===== config.mk =====
export PLATFORM = sky130hd
export DESIGN_NAME = fib_control
export DESIGN_NICKNAME = d
export VERILOG_FILES = /design/src/rtl/fib_pkg.sv /design/src/rtl/fib_watchdog.sv /design/src/rtl/fib_control.sv
export SDC_FILE = /design/constraint.sdc
export NUM_CORES = 1
export LEC_CHECK = 0
export ABC_CLOCK_PERIOD_IN_PS = 1300
export BUFFER_PORTS_ARGS = -buffer_cell sky130_fd_sc_hd__buf_4
export CAP_MARGIN = 5
export CORE_ASPECT_RATIO = 1.75
export CORE_UTILIZATION = 45
export CTS_BUF_LIST = sky130_fd_sc_hd__clkbuf_2 sky130_fd_sc_hd__clkbuf_4 sky130_fd_sc_hd__clkbuf_8
export DETAILED_ROUTE_END_ITERATION = 12
export PLACE_DENSITY_LB_ADDON = 0.05
export RECOVER_POWER = 25
export SLEW_MARGIN = 20
export SYNTH_ARGS = -nofsm -noshare
export SYNTH_HDL_FRONTEND = slang
export SYNTH_SLANG_ARGS = --single-unit
export TNS_END_PERCENT = 20

===== constraint.sdc =====
create_clock -name clock -period 1.3 [get_ports clock]
set_input_delay 0.13 -clock clock [delete_from_list [all_inputs] [get_ports clock]]
set_output_delay 0.13 -clock clock [all_outputs]
set_load 0.02 [all_outputs]

===== src/rtl/fib_pkg.sv =====
// Shared definitions for the Fibonacci controller and its datapath.
// FIB_TIMEOUT_EN adds the ERR state used by the iteration watchdog.
package fib_pkg;

  localparam int unsigned FIB_W_DEFAULT       = 8;
  localparam int unsigned FIB_TIMEOUT_DEFAULT = 255;

  // Seeds the datapath loads while dp_load is high: reg1, reg2 and count.
  localparam int unsigned SEED_N1 = 0;
  localparam int unsigned SEED_N2 = 1;
  localparam int unsigned SEED_N3 = 0;

`ifdef FIB_TIMEOUT_EN
  typedef enum logic [2:0] {
    IDLE = 3'd0,
    LOAD = 3'd1,
    ITER = 3'd2,
    HOLD = 3'd3,
    ERR  = 3'd4
  } state_t;
`else
  typedef enum logic [2:0] {
    IDLE = 3'd0,
    LOAD = 3'd1,
    ITER = 3'd2,
    HOLD = 3'd3
  } state_t;
`endif

endpackage


===== src/rtl/fib_watchdog.sv =====
// Saturating iteration counter with a timeout flag; only used when the
// controller is built with FIB_TIMEOUT_EN.
module fib_watchdog #(
  parameter int W              = 8,
  parameter int TIMEOUT_CYCLES = 255
) (
  input  logic         clock,
  input  logic         rst_n,
  input  logic         clear,
  input  logic         inc,
  output logic [W-1:0] count,
  output logic         timeout
);

  localparam logic [W-1:0] LIMIT = W'(TIMEOUT_CYCLES);

  always_ff @(posedge clock or negedge rst_n) begin
    if (!rst_n) begin
      count <= '0;
    end else if (clear) begin
      count <= '0;
    end else if (inc && (count != {W{1'b1}})) begin
      count <= count + 1'b1;
    end
  end

  assign timeout = (count >= LIMIT);

endmodule


===== src/rtl/fib_control.sv =====
// Control FSM for an iterative Fibonacci datapath (IDLE/LOAD/ITER/HOLD).
// Define FIB_TIMEOUT_EN to add the iteration watchdog and the ERR state.
module fib_control
  import fib_pkg::*;
#(
  parameter int W              = FIB_W_DEFAULT,
  parameter int TIMEOUT_CYCLES = FIB_TIMEOUT_DEFAULT
) (
  input  logic         clock,
  input  logic         reset,
  input  logic         start,
  input  logic [W-1:0] n_in,
  output logic         busy,
  output logic [W-1:0] result,
  output logic         result_valid,
  input  logic         result_ready,
  output logic         error,
  output logic         dp_load,
  output logic [W-1:0] dp_n,
  output logic         enable_reg1,
  output logic         enable_reg2,
  output logic         enable_regN,
  output logic         enable_count,
  input  logic         saida_do_comparador,
  input  logic [W-1:0] fib_saida,
  output logic [2:0]   dbg_state,
  output logic [W-1:0] dbg_iter
);

  // Handshake: result_valid is a register that stays high with result/error
  // frozen until a clock edge sees result_valid && result_ready; that edge
  // is the single transfer and drops result_valid.

  state_t       state;
  logic [1:0]   rst_sync;
  logic         rst_n_sync;
  logic         iter_go;
  logic [W-1:0] iter_count;

  // Assert asynchronously, release after two clean edges.
  always_ff @(posedge clock or negedge reset) begin
    if (!reset) rst_sync <= 2'b00;
    else        rst_sync <= {rst_sync[0], 1'b1};
  end
  assign rst_n_sync = rst_sync[1];

`ifdef FIB_TIMEOUT_EN
  logic timeout;
  logic error_q;

  fib_watchdog #(.W(W), .TIMEOUT_CYCLES(TIMEOUT_CYCLES)) u_watchdog (
    .clock   (clock),
    .rst_n   (rst_n_sync),
    .clear   (state == LOAD),
    .inc     (iter_go),
    .count   (iter_count),
    .timeout (timeout)
  );

  assign iter_go = (state == ITER) && !saida_do_comparador && !timeout;
  assign error   = error_q;
`else
  assign iter_go = (state == ITER) && !saida_do_comparador;
  assign error   = 1'b0;

  always_ff @(posedge clock or negedge rst_n_sync) begin
    if (!rst_n_sync) begin
      iter_count <= '0;
    end else if (state == LOAD) begin
      iter_count <= '0;
    end else if (iter_go && (iter_count != {W{1'b1}})) begin
      iter_count <= iter_count + 1'b1;
    end
  end
`endif

  always_ff @(posedge clock or negedge rst_n_sync) begin
    if (!rst_n_sync) begin
      state        <= IDLE;
      dp_n         <= '0;
      result       <= '0;
      result_valid <= 1'b0;
`ifdef FIB_TIMEOUT_EN
      error_q      <= 1'b0;
`endif
    end else begin
      case (state)
        IDLE: begin
          if (start) begin
            dp_n  <= n_in;
            state <= LOAD;
          end
        end
        LOAD: state <= ITER;
        ITER: begin
          if (saida_do_comparador) begin
            result       <= fib_saida;
            result_valid <= 1'b1;
`ifdef FIB_TIMEOUT_EN
            error_q      <= 1'b0;
`endif
            state        <= HOLD;
          end
`ifdef FIB_TIMEOUT_EN
          else if (timeout) begin
            state <= ERR;
          end
`endif
        end
`ifdef FIB_TIMEOUT_EN
        ERR: begin
          result       <= '0;
          error_q      <= 1'b1;
          result_valid <= 1'b1;
          state        <= HOLD;
        end
`endif
        HOLD: begin
          // start is deliberately not looked at here; it is not queued.
          if (result_ready) begin
            result_valid <= 1'b0;
`ifdef FIB_TIMEOUT_EN
            error_q      <= 1'b0;
`endif
            state        <= IDLE;
          end
        end
        default: state <= IDLE;
      endcase
    end
  end

  // Enables drop in the same cycle the comparator fires so the datapath freezes.
  assign dp_load      = (state == LOAD);
  assign enable_reg1  = dp_load || iter_go;
  assign enable_reg2  = dp_load || iter_go;
  assign enable_regN  = dp_load || iter_go;
  assign enable_count = dp_load || iter_go;
  assign busy         = (state != IDLE);
  assign dbg_state    = state;
  assign dbg_iter     = iter_count;

endmodule


==> results of run 1 <==
## report_power, final
| part | switching [mW] | internal [mW] |
|---|---|---|
| logic | 1.55 | 1.93 |
| registers | 0.260 | 1.26 |
| clock network | 0.357 | 0.368 |
## worst paths after layout
check / from / endpoint / slack (ps) / depth (start not counted)
worst max register to register: dbg_state[0] / dbg_iter[5] / -240 / 5
worst min-delay path: n_in[5] / dp_n[5] / 80 / 2
worst min register to register: rst_sync[1] / dbg_state[0] / 100 / 0
max in group asynchronous: rst_sync[1] / dbg_iter[0] / 350 / 1
min in group asynchronous: rst_sync[1] / dbg_state[0] / 100 / 0
worst max-delay path: dbg_state[0] / dbg_iter[5] / -240 / 5
## layout by cell type (no fill, tap or decap), drive strengths merged
cell type	synthesis	final
buf	5	82
dfrtp	29	29
mux2	20	20
clkbuf	1	7
nor2b	7	7
a21oi	6	6
ha	5	5
nor3	5	5
nand2b	4	4
nand2	4	4
nor2	3	3
conb	2	3
inv	3	3
a211oi	3	3
nand3	2	2
clkinv	0	2
a41oi	2	2
nand4	1	1
nand3b	1	1
o2bb2ai	1	1
and3	1	1
a311oi	1	1
and4	1	1
nand4b	1	1
mux2i	1	1
o32a	1	1
clkinvlp	0	1
dlygate4sd3	0	1
## layout make-up
class	instances	share of cell area
clock buffers	5	0.0289
clock inverters	3	0.00737
inverters	3	0.00579
multi-input cells	73	0.344
flip-flops and latches	29	0.307
well taps	28	0.0147
repair buffers	85	0.292
## per-layer routing
metal | share of wire | track usage | up-vias
met3 | 0.044 | 0.0521 | 10
met2 | 0.55 | 0.388 | 47
met1 | 0.37 | 0.248 | 593
met4 | 0.030 | 0.118 | 0
li1 | - | - | 555
met5 | 0 | 0 | -
## worst max-delay path, stage by stage (launching register included)
cell,delay (ps)
sky130_fd_sc_hd__dfrtp_2,440
sky130_fd_sc_hd__inv_4,70
sky130_fd_sc_hd__ha_4,160
sky130_fd_sc_hd__nand3b_1,170
sky130_fd_sc_hd__a211oi_2,260
sky130_fd_sc_hd__mux2_4,320
## metrics by stage
stage | cells | util | total power, mW | cell area, µm² | setup TNS, ps
global placement | 209 | 0.696 | 4.11 | 2040 | -1170
detailed placement | 209 | 0.696 | 4.19 | 2040 | -1850
CTS | 221 | 0.760 | 5.13 | 2230 | -2320
finish | 226 | 0.812 | 5.72 | 2380 | -3540
global route | 226 | 0.812 | 6.01 | 2380 | -5020
floorplan | 111 | - | 3.03 | 1440 | -3070
## registers in the layout (all words and copies together) (netlist names)
signal and count:
dbg_iter 8, dp_n 8, rst_sync 2, dbg_state 2
result_valid 1, result 8
## timing repair
item                                    4_1_cts  5_1_grt
gates resized for setup                      14       34
hold endpoints to repair                      2        0
cloned                                        0        0
endpoints found under the setup margin       29       32
hold buffers                                  1        0
pin swaps                                     7        7
buffers inserted                              3        5
## cells by family (layout without fill, tap and decap cells)
group | count (synthesis) | after routing
multiplexers | 21 | 21
adder cells (fa/ha/maj) | 5 | 5
buffers and inverters | 9 | 96
flip-flops | 29 | 29
AO/OA/AOI/OAI | 14 | 14
other | 2 | 3
AND/OR/NAND/NOR | 30 | 30
==> run summary, run 1 <==
• **Final Routed Wirelength** 3.81 mm
• **Critical Setup Path Class** flip-flop to flip-flop
• **cell types occupying the most area after synthesis** sky130_fd_sc_hd__dfrtp_1, sky130_fd_sc_hd__mux2_2, sky130_fd_sc_hd__ha_1, sky130_fd_sc_hd__buf_4, sky130_fd_sc_hd__nor2b_1
• **average instance area after synthesis** 12.6 µm²
• **cell taking the most area after synthesis** sky130_fd_sc_hd__dfrtp_1
• **fill cell count** 171
• **first-pass GRT wire length** 5.26 mm
• **total vias in the final route** 1205
• **layout cell share with drive strength beyond 1** 0.702
• **CP max FO** 5
• **violations in the final reports** design-rule violations, negative setup slack
• **proportion of synthesized area in mux cells** 0.175
• **summed instance area of the synthesized netlist** 1390 µm²
• **async set-or-reset flop fraction in the synthesized netlist** 1.00
• **standard cell core area** 2930 µm²
• **post-route worst setup slack** -241 ps
• **Period Utilization, post-route** 1.19
• **total overflow reported by the global router** 0
• **H-tree depth** 2
• **RePlAce Congestion** 0.899
• **Slew HR** 0.624
• **number of nets in the finished design** 223
• **worst hold slack across all endpoints** 80.2 ps
• **Total Routing Usage GR** 0.222
• **die height** 75.5 µm
• **setup skew after layout** 2.20 ps
• **leakage** 1.18 nW
• **primary flip-flop cell chosen by synthesis mapping** sky130_fd_sc_hd__dfrtp_1
• **Die ar.** 3320 µm²
• **Finish-stage setup viols** 30
• **dominant cell by count in the synthesized netlist** sky130_fd_sc_hd__dfrtp_1
• **fraction of the mapped netlist area in adder cells** 0.0451
• **CTS tree** done
• **register area** 731 µm²
• **number of antenna violations at the first check in global routing** 0
• **Yosys cell types** 30
• **number of global-route vias before repair** 1182
• **number of CTS-inserted buffers** 5
• **# diodes** 0
• **most common library cells after synthesis** sky130_fd_sc_hd__dfrtp_1, sky130_fd_sc_hd__mux2_2, sky130_fd_sc_hd__nor2b_1
• **type of element launching the critical path** flip-flop
• **max-cap viol count** 0
• **drt pass-1 iters** 8
• **WP data arrival** 1710 ps
• **Worst-Skew Late Latency** 280 ps
• **sort of element at the end of the critical path** flip-flop
• **number of synthesis warnings** 0
• **pwr/cell area** 2400 nW/µm²
• **post-synthesis share of cell area spent on xor and xnor gates** 0
• **max frequency** 649 MHz
• **die width** 44.0 µm
• **Worst VDD drop** 1.91 mV
• **number of remaining DRC errors** 3
• **RSZ-0062 raised after global routing** true
• **area of the multi-input gates** 818 µm²
• **register area share after synthesis** 0.523
• **Sink Count** 29
• **top-area cell type share of the netlist area** 0.523
• **flop and latch count out of synthesis** 29
• **area fraction in compound gates after synthesis** 0.0821
• **Vias/cell** 5.33
• **Clock Tree Buf Depth** 2
• **crit path time final** 1540 ps
• **data required time at the worst endpoint** 1470 ps
• **final hold vios** 0
• **clock tree root buffer cell** sky130_fd_sc_hd__clkbuf_8
• **run status** complete, but fails checks
• **Post-Synthesis Cells** 110
• **DP Worst Slack** -226 ps
• **initial core utilization** 0.474
• **area fraction in and, or, nand and nor cells after synthesis** 0.132
• **pin count of the biggest net entering global routing** 23
• **combinational family with the most area after synthesis** multiplexers
• **number of design-rule violations left by the first detailed-router iteration** 34
• **hold crit path type** input pin to flip-flop
• **Post-synth EDFFs** 0
• **boundary pin count** 56
• **Routed wire per std cell** 16.9 µm
• **max-slew violations** 0
• **clock input transition at the sequential cells of the worst setup and hold paths** 70 ps
• **Area Growth Syn to Fin** 71.3%
• **number of nets still failing antenna checks after routing** 0
• **Port Buffers** 53
• **row count** 26
• **DP Wirelength** 2.45 mm
• **Worst-Margin Slew** 563 ps
No activity file was read; power rests on OpenSTA's default activity.
==> inputs of run 2 (changes only) <==
--- a/config.mk
+++ b/config.mk
@@ -5,11 +5,11 @@
 export SDC_FILE = /design/constraint.sdc
 export NUM_CORES = 1
 export LEC_CHECK = 0
-export ABC_CLOCK_PERIOD_IN_PS = 1300
+export ABC_CLOCK_PERIOD_IN_PS = 1900
 export BUFFER_PORTS_ARGS = -buffer_cell sky130_fd_sc_hd__buf_4
 export CAP_MARGIN = 5
 export CORE_ASPECT_RATIO = 1.75
-export CORE_UTILIZATION = 45
+export CORE_UTILIZATION = 53
 export CTS_BUF_LIST = sky130_fd_sc_hd__clkbuf_2 sky130_fd_sc_hd__clkbuf_4 sky130_fd_sc_hd__clkbuf_8
 export DETAILED_ROUTE_END_ITERATION = 12
 export PLACE_DENSITY_LB_ADDON = 0.05
@@ -18,4 +18,4 @@
 export SYNTH_ARGS = -nofsm -noshare
 export SYNTH_HDL_FRONTEND = slang
 export SYNTH_SLANG_ARGS = --single-unit
-export TNS_END_PERCENT = 20
+export TNS_END_PERCENT = 100
==> constraint.sdc (replaced) <==
create_clock -name clock -period 1.9 [get_ports clock]
set_input_delay 0.19 -clock clock [delete_from_list [all_inputs] [get_ports clock]]
set_output_delay 0.19 -clock clock [all_outputs]
set_load 0.02 [all_outputs]
==> run summary, run 2 (synthesis results as in run 1) <==
• **run status** finished, final reports clean
• **die width** 40.7 µm, -7.5%
• **Slew HR** 0.304, -0.321
• **leading cell type in the layout, fill and taps excluded** sky130_fd_sc_hd__buf_4
• **row count** 24, -7.7%
• **post-CTS setup buffers** 0, -3
• **leakage** 0.899 nW, -24%
• **DP Wirelength** 2.18 mm, -11%
• **type of element launching the critical path** flip-flop
• **standard cell area after detailed placement** 1800 µm², -12%
• **clock tree root buffer cell** sky130_fd_sc_hd__clkbuf_8
• **data required time at the worst endpoint** 1710 ps, +240 ps
• **total vias in the final route** 1073, -11%
• **die height** 69.7 µm, -7.7%
• **worst reg-to-reg setup slack** 250 ps, +490 ps
• **DP Worst Slack** 210 ps, +436 ps
• **number of CTS-inserted buffers** 5, unchanged
• **Routed wire per std cell** 15.6 µm, -7.4%
• **number of remaining DRC errors** 0, -3
• **sort of element at the end of the critical path** output port
• **initial core utilization** 0.557, +0.0828
• **H-tree depth** 2, unchanged
• **Clock Tree Buf Depth** 2, unchanged
• **total overflow reported by the global router** 0, unchanged
• **Period Utilization, post-route** 0.921
• **CP max FO** 7, +2
• **RSZ-0062 raised after global routing** false
• **Die ar.** 2830 µm², -15%
• **number of nets still failing antenna checks after routing** 0, unchanged
• **crit path time final** 1750 ps
• **Critical Setup Path Class** flip-flop to output port
• **final design area excluding fillers** 1890 µm², -21%
• **number of antenna violations at the first check in global routing** 0, unchanged
• **number of global-route vias before repair** 1071, -9.4%
• **beginning of the worst register-to-register path** dbg_state[0]
• **number of nets in the finished design** 194, -13%
• **layout cell share with drive strength beyond 1** 0.527, -0.175
• **Area Growth Syn to Fin** 36.2%
• **standard cell core area** 2490 µm², -15%
• **RePlAce Congestion** 0.697, -22%
• **drt pass-1 iters** 4, -4
• **number of design-rule violations left by the first detailed-router iteration** 15, -56%
• **max frequency** 572 MHz
• **first-pass GRT wire length** 4.62 mm, -12%
• **Finish-stage setup viols** 0, -100%
• **clock input transition at the sequential cells of the worst setup and hold paths** 60 ps, about the same
• **setup skew after layout** 3.05 ps, +0.857 ps
• **Vias/cell** 5.50, +3.2%
• **aggregate negative setup slack** 0 ps, +3540 ps
• **Worst-Skew Late Latency** 270 ps, about the same
• **Total Routing Usage GR** 0.243, +0.0211
• **max-slew violations** 0, unchanged
• **Worst VDD drop** 1.05 mV, -45%
• **Critical R2R Capture** dbg_state[1]
• **post-route worst setup slack** 151 ps, +392 ps
• **final hold vios** 0, unchanged
• **Worst-Margin Slew** 1040 ps, +481 ps
• **max-cap viol count** 0, unchanged
• **hold crit path type** flip-flop to async pin
• **# diodes** 0, unchanged
• **most frequent cells in the layout** sky130_fd_sc_hd__buf_4, sky130_fd_sc_hd__dfrtp_1, sky130_fd_sc_hd__mux2_2, sky130_fd_sc_hd__nor2b_1
• **Sink Count** 29, unchanged
• **WP data arrival** 1560 ps, -150 ps
• **Port Buffers** 53, unchanged
• **pwr/cell area** 1630 nW/µm², -32%
• **Final Routed Wirelength** 3.04 mm, -20%
• **boundary pin count** 56, unchanged
• **length in cells of the worst reg-to-reg path** 5, unchanged
• **CTS tree** done
• **pin count of the biggest net entering global routing** 20, -13%
[run 2: cell count changes in the layout (fill, tap and decap cells not counted), sizes merged]
cell,delta
clkbuf,+1
buf,-29
clkinvlp,-1
[run 2: layout make-up]
class	instances	area, µm²
clock buffer	6	76.3
clock inverter	2	10.0
timing repair buffer	56	415
tap	26	32.5
inverter	3	11.3
fill	190	603
multi-input combinational	73	618
sequential	29	726
[run 2: how the worst max path moves through the flow]
stage / startpoint / to / cells past startpoint
2_1_floorplan: dbg_state[1] / enable_reg1 / 5
3_3_place_gp: dbg_state[0] / dbg_state[1] / 5
3_5_place_dp: dbg_state[0] / dbg_state[1] / 5
4_1_cts: dbg_state[1] / enable_reg2 / 4
5_1_grt: dbg_state[0] / enable_reg2 / 5
6_report: dbg_state[0] / enable_reg2 / 5
[run 2: report_power, final]
part           internal, mW  total [mW]  switching [mW]
Sequential            0.850        1.01           0.158
Combinational         0.757        1.58           0.827
Clock                 0.267       0.493           0.226
[run 2: routing by layer]
metal | vias to the layer above | global-route usage | part of all wire
met5 | - | 0 | 0
met3 | 6 | 0.0769 | 0.056
met1 | 525 | 0.220 | 0.34
met4 | 0 | 0.100 | 0.018
li1 | 503 | - | -
met2 | 39 | 0.439 | 0.59
[run 2: what timing repair did]
item,in CTS,in global routing
endpoints found under the hold margin,2,0
setup endpoints to repair,0,4
resized for setup,0,2
hold buffers,1,0
[run 2: critical path, stage by stage (launching register included)]
cell and delay, ps:
sky130_fd_sc_hd__dfrtp_1 430, sky130_fd_sc_hd__inv_1 120, sky130_fd_sc_hd__ha_2 250, sky130_fd_sc_hd__nand2b_1 140, sky130_fd_sc_hd__nand2b_1 170, sky130_fd_sc_hd__buf_4 170
[run 2: stage by stage]
step	power (mW)	cells	utilization	hold slack, ps
global placement	2.52	186	0.720	-27.2
global route	3.27	195	0.758	135
finish	3.08	195	0.758	145
floorplan	1.99	111	-	-106
detailed placement	2.58	186	0.720	-26.9
CTS	3.11	195	0.759	137
